**src/rtl/rx_pkg.sv**
```systemverilog
// rx_pkg: shared constants and types for the RX frame arbiter.
//   MAX_NRX    - largest supported receiver count
//   DW_DEFAULT - default I/Q component width
//   state_t    - frame arbiter state encoding
package rx_pkg;

  localparam int MAX_NRX    = 8;
  localparam int DW_DEFAULT = 24;

  typedef enum logic {
    IDLE = 1'b0,
    SEND = 1'b1
  } state_t;

endpackage

```
**src/rtl/rx_slot.sv**
```systemverilog
// rx_slot: one receiver's holding register with full flag and sticky
// overflow bit.
//   clock, rst_n   - clock, asynchronous active-low reset
//   active         - channel belongs to the current frame mask
//   strobe         - sample valid from the receiver
//   in_i, in_q     - incoming sample
//   drain          - arbiter is consuming this slot this cycle
//   clr_overflow   - clear request for the overflow bit
//   full           - slot holds an unsent sample
//   slot_i, slot_q - held sample
//   overflow       - a sample was dropped since the last clear
module rx_slot
  import rx_pkg::*;
#(
  parameter int DW = DW_DEFAULT
) (
  input  logic                 clock,
  input  logic                 rst_n,
  input  logic                 active,
  input  logic                 strobe,
  input  logic signed [DW-1:0] in_i,
  input  logic signed [DW-1:0] in_q,
  input  logic                 drain,
  input  logic                 clr_overflow,
  output logic                 full,
  output logic signed [DW-1:0] slot_i,
  output logic signed [DW-1:0] slot_q,
  output logic                 overflow
);

  logic load;
  logic drop;

  // A drain in the same cycle frees the slot, so the new sample is accepted.
  assign load = active && strobe && (!full || drain);
  assign drop = active && strobe && full && !drain;

  always_ff @(posedge clock or negedge rst_n) begin
    if (!rst_n) begin
      full     <= 1'b0;
      overflow <= 1'b0;
    end else begin
      if (!active)     full <= 1'b0;
      else if (load)   full <= 1'b1;
      else if (drain)  full <= 1'b0;
      // A drop in the clearing cycle wins so no loss goes unreported.
      if (drop)              overflow <= 1'b1;
      else if (clr_overflow) overflow <= 1'b0;
    end
  end

  // Sample storage is qualified by the full flag and needs no reset.
  always_ff @(posedge clock) begin
    if (load) begin
      slot_i <= in_i;
      slot_q <= in_q;
    end
  end

endmodule

```
**src/rtl/rx_frame_arbiter.sv**
```systemverilog
// rx_frame_arbiter: collects one sample per active receiver channel and
// emits them as a frame in ascending channel order over a valid/ready port.
//   clock, rst_n     - clock, asynchronous active-low reset
//   enable_mask      - channels taking part in the next frame
//   in_strobe        - per-channel one-cycle sample valid
//   in_I, in_Q       - packed samples, channel k at [k*DW +: DW]
//   out_valid/ready  - output handshake
//   out_I, out_Q     - sample, bit-exact copy of the input
//   out_chan         - source channel of the sample
//   out_last         - sample from the highest active channel
//   overflow         - sticky per-channel drop flags
//   clr_overflow     - clears all overflow flags
module rx_frame_arbiter
  import rx_pkg::*;
#(
  parameter int NRX = 4,
  parameter int DW  = DW_DEFAULT
) (
  input  logic                 clock,
  input  logic                 rst_n,
  input  logic [NRX-1:0]       enable_mask,
  input  logic [NRX-1:0]       in_strobe,
  input  logic [NRX*DW-1:0]    in_I,
  input  logic [NRX*DW-1:0]    in_Q,
  output logic                 out_valid,
  input  logic                 out_ready,
  output logic signed [DW-1:0] out_I,
  output logic signed [DW-1:0] out_Q,
  output logic [2:0]           out_chan,
  output logic                 out_last,
  output logic [NRX-1:0]       overflow,
  input  logic                 clr_overflow
);

  state_t                state;
  logic [NRX-1:0]        active_mask;
  logic [NRX-1:0]        full;
  logic [NRX-1:0]        drain;
  logic signed [DW-1:0]  slot_i [NRX];
  logic signed [DW-1:0]  slot_q [NRX];

  logic                  handshake;
  logic                  all_full;
  logic                  has_next;
  logic [2:0]            first_chan;
  logic [2:0]            last_chan;
  logic [2:0]            next_chan;
  logic [2:0]            load_chan;
  logic signed [DW-1:0]  load_i;
  logic signed [DW-1:0]  load_q;

  for (genvar k = 0; k < NRX; k++) begin : g_slot
    rx_slot #(.DW(DW)) u_slot (
      .clock        (clock),
      .rst_n        (rst_n),
      .active       (active_mask[k]),
      .strobe       (in_strobe[k]),
      .in_i         (in_I[k*DW +: DW]),
      .in_q         (in_Q[k*DW +: DW]),
      .drain        (drain[k]),
      .clr_overflow (clr_overflow),
      .full         (full[k]),
      .slot_i       (slot_i[k]),
      .slot_q       (slot_q[k]),
      .overflow     (overflow[k])
    );
  end

  assign handshake = (state == SEND) && out_valid && out_ready;
  assign all_full  = (active_mask != '0) && ((full & active_mask) == active_mask);

  // Channel search over the frozen frame mask: lowest, highest and the
  // next active channel above the one currently presented.
  always_comb begin
    first_chan = '0;
    last_chan  = '0;
    next_chan  = '0;
    has_next   = 1'b0;
    for (int k = NRX - 1; k >= 0; k--) begin
      if (active_mask[k]) first_chan = 3'(k);
      if (active_mask[k] && (k > int'(out_chan))) begin
        next_chan = 3'(k);
        has_next  = 1'b1;
      end
    end
    for (int k = 0; k < NRX; k++) begin
      if (active_mask[k]) last_chan = 3'(k);
    end
  end

  assign load_chan = (state == IDLE) ? first_chan : next_chan;

  always_comb begin
    load_i = '0;
    load_q = '0;
    drain  = '0;
    for (int k = 0; k < NRX; k++) begin
      if (3'(k) == load_chan) begin
        load_i = slot_i[k];
        load_q = slot_q[k];
      end
      drain[k] = handshake && (3'(k) == out_chan);
    end
  end

  // Output stage: the next sample is loaded on the handshake edge, which
  // keeps a frame bubble-free and holds outputs steady while stalled.
  always_ff @(posedge clock or negedge rst_n) begin
    if (!rst_n) begin
      state       <= IDLE;
      active_mask <= '0;
      out_valid   <= 1'b0;
      out_last    <= 1'b0;
      out_chan    <= '0;
      out_I       <= '0;
      out_Q       <= '0;
    end else begin
      case (state)
        IDLE: begin
          if (all_full) begin
            // Mask stays frozen on the launch edge so the frame matches it.
            state     <= SEND;
            out_valid <= 1'b1;
            out_chan  <= load_chan;
            out_I     <= load_i;
            out_Q     <= load_q;
            out_last  <= (load_chan == last_chan);
          end else begin
            active_mask <= enable_mask;
          end
        end
        SEND: begin
          if (handshake) begin
            if (has_next) begin
              out_chan <= load_chan;
              out_I    <= load_i;
              out_Q    <= load_q;
              out_last <= (load_chan == last_chan);
            end else begin
              state     <= IDLE;
              out_valid <= 1'b0;
              out_last  <= 1'b0;
            end
          end
        end
        default: state <= IDLE;
      endcase
    end
  end

endmodule
```
**config.mk**
```make
export PLATFORM = sky130hd
export DESIGN_NAME = rx_frame_arbiter
export DESIGN_NICKNAME = d
export VERILOG_FILES = /design/src/rtl/rx_pkg.sv /design/src/rtl/rx_slot.sv /design/src/rtl/rx_frame_arbiter.sv
export SDC_FILE = /design/constraint.sdc
export NUM_CORES = 1
export LEC_CHECK = 0
export ABC_AREA = 0
export BUFFER_PORTS_ARGS = -buffer_cell sky130_fd_sc_hd__buf_2
export CAP_MARGIN = 20
export CORE_AREA = 4 4 149 151
export DETAILED_ROUTE_END_ITERATION = 6
export DIE_AREA = 0 0 153 155
export PLACE_DENSITY = 0.75
export RECOVER_POWER = 100
export SYNTH_ARGS = -nofsm -noshare
export SYNTH_HDL_FRONTEND = slang
export SYNTH_SLANG_ARGS = --single-unit
```
**constraint.sdc**
```tcl
create_clock -name clock -period 4.4 [get_ports clock]
set_clock_uncertainty 0.05 [all_clocks]
set_input_delay 0.88 -clock clock [delete_from_list [all_inputs] [get_ports clock]]
set_output_delay 0.88 -clock clock [all_outputs]
set_load 0.005 [all_outputs]
```
# Word-level counts from Yosys, hierarchy flattened
# Cells that the tools add are included.
# classes
add_sub_neg,0
multipliers,0
n_div,0
n_mux,63
bitwise_logic,3
n_eq_ne,16
order_cmp,3
reduce_logical,49
shift,0
# op_table
op,n
24-bit two-way mux,14
24-bit case mux with 2 select lines,2
1-bit two-way mux,30
3-bit two-way mux,10
1-bit logical AND,26
"2-bit by 3-bit equality test with 1-bit output, first input constant",4
"3-bit by 1-bit inequality test with 1-bit output, second input constant",4
1-bit zero test,8
2-bit nonzero test,4
"1-bit by 3-bit equality test with 1-bit output, first input constant",2
"2-bit by 3-bit greater-than comparator with 1-bit output, first input constant",2
3-bit zero test,2
2-bit two-way mux,3
1-bit case mux with 2 select lines,3
3-bit case mux with 2 select lines,1
3-bit AND reduction,2
4-bit bitwise AND,1
4-bit equality test,1
1-bit logical OR,4
"2-bit by 1-bit inequality test with 1-bit output, second input constant",2
"2-bit inequality test, second input constant",2
2-bit AND reduction,2
4-bit nonzero test,1
3-bit equality test,1
2 further kinds,3
# word_totals
input_bits,204
ram_bits,0
romBits,0
latchBits,0
reg_bits,258
elab_cells,157
mem_count,0

# Longest topological paths before layout
# Gate-level depths: netlist (run 1).
# depth
ltp_word,14
mapped_depth,9
ltp_nobuf,5

# Modules after synthesis
# A second synthesis (run 1) with hierarchy kept.
# unflattened
cells_unflattened,623
area_unflattened_um2,9651.8
# by_module_without_submodules
module,instances,cells_per_inst,seq_area_each_um2,area_each_um2
rx_slot,4,56,1491.4,1534.0
rx_frame_arbiter,1,399,1426.4,3515.9

# Worst setup path before layout (run 1)
# OpenSTA, ideal clock, no wires.
# synth_timing
kind,in2reg
startpoint,input out_ready
endpoint,register g_slot[1].u_slot.slot_i[0] (enable)
arrival_time_ns,3.252
slack_ns,0.643
path_stages,3
t_required_ns,3.896
path_buffers,0
cell_sequence,and3_1 > a31oi_1 > nor2_1
# synth_between
elab_chain_cells,4
# synth_lines
element,line,rtl
"start, declared",rx_frame_arbiter.sv:26,"input logic out_ready,"
1-bit logical AND,rx_frame_arbiter.sv:69,assign handshake = (state == SEND) && out_valid && out_ready;
1-bit logical AND,rx_frame_arbiter.sv:102,drain[k] = handshake && (3'(k) == out_chan);
1-bit logical OR,rx_slot.sv:35,assign load = active && strobe && (!full || drain);
1-bit logical AND,rx_slot.sv:35,
via g_slot[1].u_slot.load,rx_slot.sv:31,logic load;
"end signal, assigned",rx_slot.sv:55,slot_i <= in_i;
"end, declared",rx_slot.sv:26,"output logic signed [DW-1:0] slot_i,"
# The timed path passes the listed nets, and every way through them passes these cells.
# A chain may end at the register's enable or synchronous reset.

# Final worst setup path (run 1)
# layout_timing
startpoint,register state
endpoint,register g_slot[2].u_slot.slot_i[11] (enable)
# layout_between
elab_chain_cells,5
# layout_lines
element,line,rtl
"start, declared",rx_frame_arbiter.sv:35,state_t state;
"start signal, assigned",rx_frame_arbiter.sv:110,state <= IDLE;
"start signal, assigned",rx_frame_arbiter.sv:122,state <= SEND;
"start signal, assigned",rx_frame_arbiter.sv:140,state <= IDLE;
1-bit logical AND (2 in a row),rx_frame_arbiter.sv:69,
1-bit logical AND,rx_frame_arbiter.sv:102,
1-bit logical OR,rx_slot.sv:35,
1-bit logical AND,rx_slot.sv:35,
via g_slot[2].u_slot.load,rx_slot.sv:31,
"end signal, assigned",rx_slot.sv:55,
"end, declared",rx_slot.sv:26,
# The timed path passes the listed nets, and every way through them passes these cells.

==> qor.csv, run 1 <==
metric,value,unit
final_layout_size_suffix_gt1_share,27.3,%
grt_start_max_net_pins,111,
critical_path_class,register to register,
synth.lib_cells_used.distinct,45,
timing.rr.start,state,
netSwitchingFraction,36.1,%
filler_cell_count,1626,
chipHeight,155,um
violations,"max-capacitance violations, max-slew violations",
syn2layout_area_growth,18.1,%
grt_setup_unrepaired,false,
worst_setup_hold_path_clk_slew,0.06,ns
cp_slowest_cell,dlymetal6s2s_1,
final_min_period_over_clock_period,79.3,%
worstHoldStart,out_I[20],
tightestPinTransition,1.86,ns
cp_cell_sequence,nand3_1 -> nor2_1 -> a21oi_1 -> nor2_4 -> dlymetal6s2s_1,
initial_core_util,53.7,%
cpPeakStageDelay,1.24,ns
wire_per_inst,21.9,um
ir_drop,0.458,mV
setup.reg_to_reg.worst_slack,0.91,ns
cts_max_path_buffers,3,
post_synth_instance_area,11200,um^2
vias,7424,
die_width,153,um
tritoncts_clock_tree,done,
hold_wc_path_type,register to register,
hold-path-endpoint,out_I[20],
worstPathRequired,4.47,ns
rows,53,
outcome,"complete, but fails checks",
first_global_vias,7480,
maxCapViolations,4,
timing.hold.worst_path_depth,1,
fraction_of_synthesis_flops_using_an_asynchronous_set_or_reset_pin,25.3,%
ant_nets,0,
cts-hold-fix-buffers,0,
postCtsResizedCells,0,
cts_buffers,28,
place_hpwl,17.8,mm
core_area,20800,um^2
regToRegEndpoint,g_slot[2].u_slot.slot_i[11],
critical_path_peak_fanout,27,
report.final.slew_viol_count,144,
finalWorstPathRequiredPeriod,3.49,ns
post_cts.repair.setup_buffers,0,
p_switching,3.67,mW
final_net_count,1183,
post_drt_via_cell_ratio,5.81,
fin_total_pwr,10.2,mW
final-setup-viol-count,0,
final-seq-area,7390,um^2
grt_antenna_before_repair,7,
dieArea,23700,um^2
cts-htree-levels,1,
critical_path.endpoint_type,register,
clock_power_share,21.3,%
route.final.wire_length,28.0,mm
io_buffers,259,
max_freq,287,MHz
insertion_delay,0.54,ns
synth-warning-count,0,
ys_seq_elements,257,
drtPass1Iterations,4,
setup_crit_start_kind,register,
synth_edf_count,192,
global_route_wire_length_before_repair,42.7,mm
placer_congestion,0.830,
max-slew-margin-rel,-24.0,%
yosys_most_used_dff,edfxtp_1,
multi_input_gate_area,3170,um^2
hold_violations,0,
worstRegToRegCells,5,
synth-seq-area-share,66.1,%
io_pins,261,
seq_power_share,36.8,%
crit_path_dat,3.56,ns
power.static_leakage,5.04,nW
synth_cells,754,
drt_iter0_drc,455,
p_int,6.49,mW
track_usage,22.8,%
combPwrFrac,41.9,%
clockRootBuffer,clkbuf_16,
synth.net_count,958,
power.density,770,nW/um^2
drt_drc_violations_left,0,
grt_remaining_overflow,0,
fin_setup_tns,0,ns
avgSynthCellArea,14.8,um^2
clock_tree_sinks,257,
==> layout make-up <==
cell class	instances	share of cell area (%)
Antenna cell	2	0.0379
Clock buffer	45	5.87
Clock inverter	7	0.540
Inverter	13	0.370
Multi-Input combinational cell	406	24.0
Sequential cell	257	56.0
Tap cell	275	2.61
Timing Repair Buffer	273	10.6
==> logic make-up (layout without fill, tap and decap cells) <==
logic type	after synthesis	after routing	synth area share, %
other cells	1	3	0.0336
simple gates	79	79	4.19
mux	55	55	7.15
compound gates	271	271	18.2
buf+inv	91	338	4.30
flops	257	257	66.1
==> critical path, delay by kind of cell (launching register included) <==
kind	cells	cell delay, ns
flip-flops	1	0.57
AO/OA/AOI/OAI	1	0.14
buffers and inverters	1	1.24
AND/OR/NAND/NOR	3	1.07
==> flip-flops by register name (all words and copies together), names as in the netlist <==
signal                  flops
out_chan                    2
state                       1
active_mask                 4
g_slot.u_slot.full          4
g_slot.u_slot.slot_q       96
g_slot.u_slot.slot_i       96
g_slot.u_slot.overflow      4
out_I                      24
out_Q                      24
out_last                    1
out_valid                   1
==> worst max path at each step <==
stage / from / to / slack [ns] / cells past startpoint
after floorplan: out_ready / g_slot[1].u_slot.slot_i[0] / 0.64 / 3
after global placement: state / out_Q[2] / 1.12 / 6
after detailed placement: state / out_Q[4] / 1.20 / 7
after CTS: state / out_I[22] / 1.17 / 7
after global routing: state / g_slot[2].u_slot.slot_i[11] / 0.63 / 5
final: state / g_slot[2].u_slot.slot_i[11] / 0.91 / 5
==> stage by stage <==
| stage | util [%] | instances | hold slack [ns] | area (um^2) | worst slack (ns) |
|---|---|---|---|---|---|
| after floorplan | - | 754 | 0.447 | 11200 | 0.643 |
| after global placement | 60.4 | 1222 | 0.443 | 12600 | 1.12 |
| after detailed placement | 60.6 | 1223 | 0.444 | 12600 | 1.20 |
| after CTS | 64.6 | 1275 | 0.431 | 13500 | 1.17 |
| after global routing | 63.4 | 1278 | 0.430 | 13200 | 0.628 |
| final | 63.4 | 1278 | 0.446 | 13200 | 0.911 |
==> layer usage <==
metal,up-vias,routed length [um],share of wire [%],track usage [%]
met5,-,65,0.23,0
met1,3643,11900,42,31.2
met3,55,2030,7.3,4.95
li1,3418,-,-,-
met2,298,13400,48,38.0
met4,10,603,2.2,5.09
==> cells in the mapped netlist (6+ instances only) <==
| cell | n | area share, % |
|---|---|---|
| a21boi_0 | 57 | 3.8 |
| a21boi_1 | 39 | 2.6 |
| and3_1 | 50 | 2.8 |
| buf_2 | 18 | 0.81 |
| buf_4 | 15 | 1.0 |
| buf_6 | 8 | 0.81 |
| clkbuf_1 | 37 | 1.2 |
| dfrtp_1 | 65 | 15 |
| edfxtp_1 | 192 | 52 |
| inv_1 | 13 | 0.44 |
| mux2_2 | 6 | 0.60 |
| mux2_4 | 48 | 6.4 |
| nor2_1 | 7 | 0.24 |
| o211ai_1 | 49 | 3.3 |
| o21ai_0 | 54 | 2.4 |
| o32a_1 | 48 | 4.3 |
==> cell usage in the layout, fill, tap and decap left out, types with 2 or more instances in the layout <==
cell type and instances:
buf_4 5, o211ai_1 49, a31oi_1 3, a21boi_0 57, o21a_1 3, clkbuf_2 3
buf_16 2, a32oi_1 2, nand2_1 5, clkinv_2 2, diode_2 2, edfxtp_1 192
mux2_1 47, nor2_1 5, clkbuf_16 28, clkinv_1 2, buf_2 207, buf_12 2
a21oi_1 4, a21boi_1 39, dfrtp_1 65, nor2_4 3, o21ai_0 54, inv_1 13
clkbuf_1 69, nand3_1 5, and3_1 49, o32a_1 48, mux2_4 3, nor2b_1 4
mux2_2 5
==> power groups by stage <==
stage	sequential, mW	combinational, mW	clock [mW]
floorplan	3.66	3.59	0
global placement	3.77	4.59	0
detailed placement	3.77	4.74	0
finish	3.74	4.26	2.16
CTS	3.74	4.76	2.20
global route	3.81	4.68	2.30
No activity file was read; power rests on OpenSTA's default activity.
==> run 2: changes to the inputs <==
--- a/config.mk
+++ b/config.mk
@@ -8,10 +8,10 @@
 export ABC_AREA = 0
 export BUFFER_PORTS_ARGS = -buffer_cell sky130_fd_sc_hd__buf_2
 export CAP_MARGIN = 20
-export CORE_AREA = 4 4 149 151
+export CORE_AREA = 4 4 157 159
 export DETAILED_ROUTE_END_ITERATION = 6
-export DIE_AREA = 0 0 153 155
-export PLACE_DENSITY = 0.75
+export DIE_AREA = 0 0 161 163
+export PLACE_DENSITY = 0.71
 export RECOVER_POWER = 100
 export SYNTH_ARGS = -nofsm -noshare
 export SYNTH_HDL_FRONTEND = slang
==> constraint.sdc (replaced) <==
create_clock -name clock -period 3 [get_ports clock]
set_clock_uncertainty 0.05 [all_clocks]
set_input_delay 0.6 -clock clock [delete_from_list [all_inputs] [get_ports clock]]
set_output_delay 0.6 -clock clock [all_outputs]
set_load 0.005 [all_outputs]
==> run 2 against run 1 <==
  * The flow still finishes with violations (max-capacitance violations, max-slew violations)
  * Cell count increased by 4.2%
  * Critical path depth increased by 1
  * Global-route usage decreased by 2.0 points
  * Register-to-register slack got worse by 0.66 ns
  * Clock-buffer cell count increased by 1
  * Fmax increased by 27%
  * Worst hold slack got worse by 0.27 ns
  * Sequential share of layout area decreased by 0.59 points
  * Routed wire length increased by 0.91%
  * Sequential power increased by 46%
  * Power increased by 47%
  * Core utilization decreased by 6.0 points
==> qor.csv, run 2 (same netlist as run 1, synthesis figures left out) <==
metric,value,unit,change
grt_start_max_net_pins,77,,was 111
tightestPinTransition,1.92,ns,was 1.86 ns
top_regs,"g_slot.u_slot.slot_i: 96 flops, g_slot.u_slot.slot_q: 96 flops",,unchanged
first_global_vias,7552,,was 7480
insertion_delay,0.54,ns,about the same
detailed_place.area,12800,um^2,was 12600 um^2
setup_crit_start_kind,register,,unchanged
ir_drop,0.705,mV,was 0.458 mV
clock_tree_sinks,257,,unchanged
syn2layout_area_growth,19.4,%,was 18.1%
report.final.slew_viol_count,66,,was 144
critical_path_class,register to register,,unchanged
fin_setup_tns,0,ns,unchanged
mostFrequentLayoutCell,buf_2,,unchanged
final_net_count,1192,,was 1183
hold_wc_path_type,input port to register,,was register to register
power.density,1120,nW/um^2,was 770 nW/um^2
vias,7439,,was 7424
max_freq,363,MHz,was 287 MHz
global_route_wire_length_before_repair,42.7,mm,about the same
place_hpwl,18.1,mm,was 17.8 mm
cts-htree-levels,1,,unchanged
grt_remaining_overflow,0,,unchanged
outcome,"complete, but fails checks",,unchanged
power.static_leakage,5.09,nW,was 5.04 nW
critical_path.endpoint_type,register,,unchanged
grt_antenna_before_repair,3,,was 7
io_pins,261,,unchanged
ant_nets,0,,unchanged
placer_congestion,0.815,,was 0.830
max-slew-margin-rel,-27.9,%,was -24.0%
final_layout_size_suffix_gt1_share,28.6,%,was 27.3%
post_cts.repair.setup_buffers,0,,unchanged
finish.instance_area,13300,um^2,was 13200 um^2
post_drt_via_cell_ratio,5.58,,was 5.81
clockRootBuffer,clkbuf_16,,unchanged
worst_setup_hold_path_clk_slew,0.06,ns,about the same
final-setup-viol-count,0,,unchanged
dieArea,26200,um^2,was 23700 um^2
route.final.wire_length,28.3,mm,was 28.0 mm
most-common-layout-cells,"buf_2, edfxtp_1, dfrtp_1, clkbuf_1, a21boi_0",,"was buf_2, edfxtp_1, clkbuf_1"
core_area,23300,um^2,was 20800 um^2
maxCapViolations,1,,was 4
cts_buffers,28,,unchanged
wire_per_inst,21.2,um,was 21.9 um
die_width,161,um,was 153 um
postCtsResizedCells,0,,unchanged
final_min_period_over_clock_period,91.7,%,was 79.3%
grt_setup_unrepaired,false,,unchanged
crit_path_dat,3.12,ns,was 3.56 ns
cts_max_path_buffers,3,,unchanged
drt_drc_violations_left,0,,unchanged
tritoncts_clock_tree,done,,unchanged
track_usage,20.8,%,was 22.8%
violations,"max-capacitance violations, max-slew violations",,unchanged
hold_violations,0,,unchanged
cts-hold-fix-buffers,0,,unchanged
worstPathRequired,3.37,ns,was 4.47 ns
finalWorstPathRequiredPeriod,2.75,ns,was 3.49 ns
drt_iter0_drc,685,,was 455
chipHeight,163,um,was 155 um
io_buffers,259,,unchanged
initial_core_util,48.0,%,was 53.7%
rows,56,,was 53
drtPass1Iterations,4,,unchanged
critical_path_peak_fanout,22,,was 27
-- run 2: path summary, 6_finish.rpt --
path / depth (start not counted) / start / end / slack [ns]
max: 6 / active_mask[2] / out_Q[17] / 0.25
min: 1 / in_Q[90] / g_slot[3].u_slot.slot_q[18] / 0.18
max reg2reg: 6 / active_mask[2] / out_Q[17] / 0.25
min reg2reg: 1 / out_I[7] / out_I[7] / 0.44
max in group asynchronous: 1 / rst_n / out_Q[23] / 1.21
min in group asynchronous: 1 / rst_n / out_I[11] / 0.55
-- run 2: final cells by class --
type | count | area (um^2)
Timing Repair Buffer | 282 | 1470
Multi-Input combinational cell | 406 | 3190
Clock inverter | 6 | 40.0
Sequential cell | 257 | 7390
Tap cell | 319 | 399
Clock buffer | 46 | 798
Antenna cell | 3 | 7.51
Fill cell | 1990 | 9920
Inverter | 13 | 48.8
-- run 2: routing by layer --
metal	global-route usage [%]	share of wire (%)	up-vias
met3	2.78	5.5	51
li1	-	-	3432
met1	27.9	42	3663
met2	35.5	49	293
met5	0	0	-
met4	6.86	3.0	0
-- run 2: critical path, cell delays in order, from the launching register on --
cell	delay (ns)
dfrtp_1	0.64
and2b_1	0.29
a32oi_1	0.39
clkbuf_2	0.53
o211ai_1	0.22
o32a_1	0.20
mux2_1	0.30
-- run 2: per-stage QoR --
step	power [mW]	std cells	utilization (%)	hold slack, ns	setup WS [ns]
final	15.0	1332	57.3	0.180	0.248
after global routing	15.9	1332	57.3	0.150	0.153
after CTS	15.9	1329	58.6	0.155	0.451
after detailed placement	12.7	1277	55.0	0.442	0.465
after global placement	12.5	1277	55.0	0.444	0.514
after floorplan	10.6	754	-	0.254	0.262
-- run 2: power by group --
group          internal, mW  total [mW]  switching (mW)  leakage [nW]
combinational          2.76        6.38            3.62          2.13
clock                  1.81        3.13            1.32         0.408
sequential             4.97        5.46           0.489          2.55
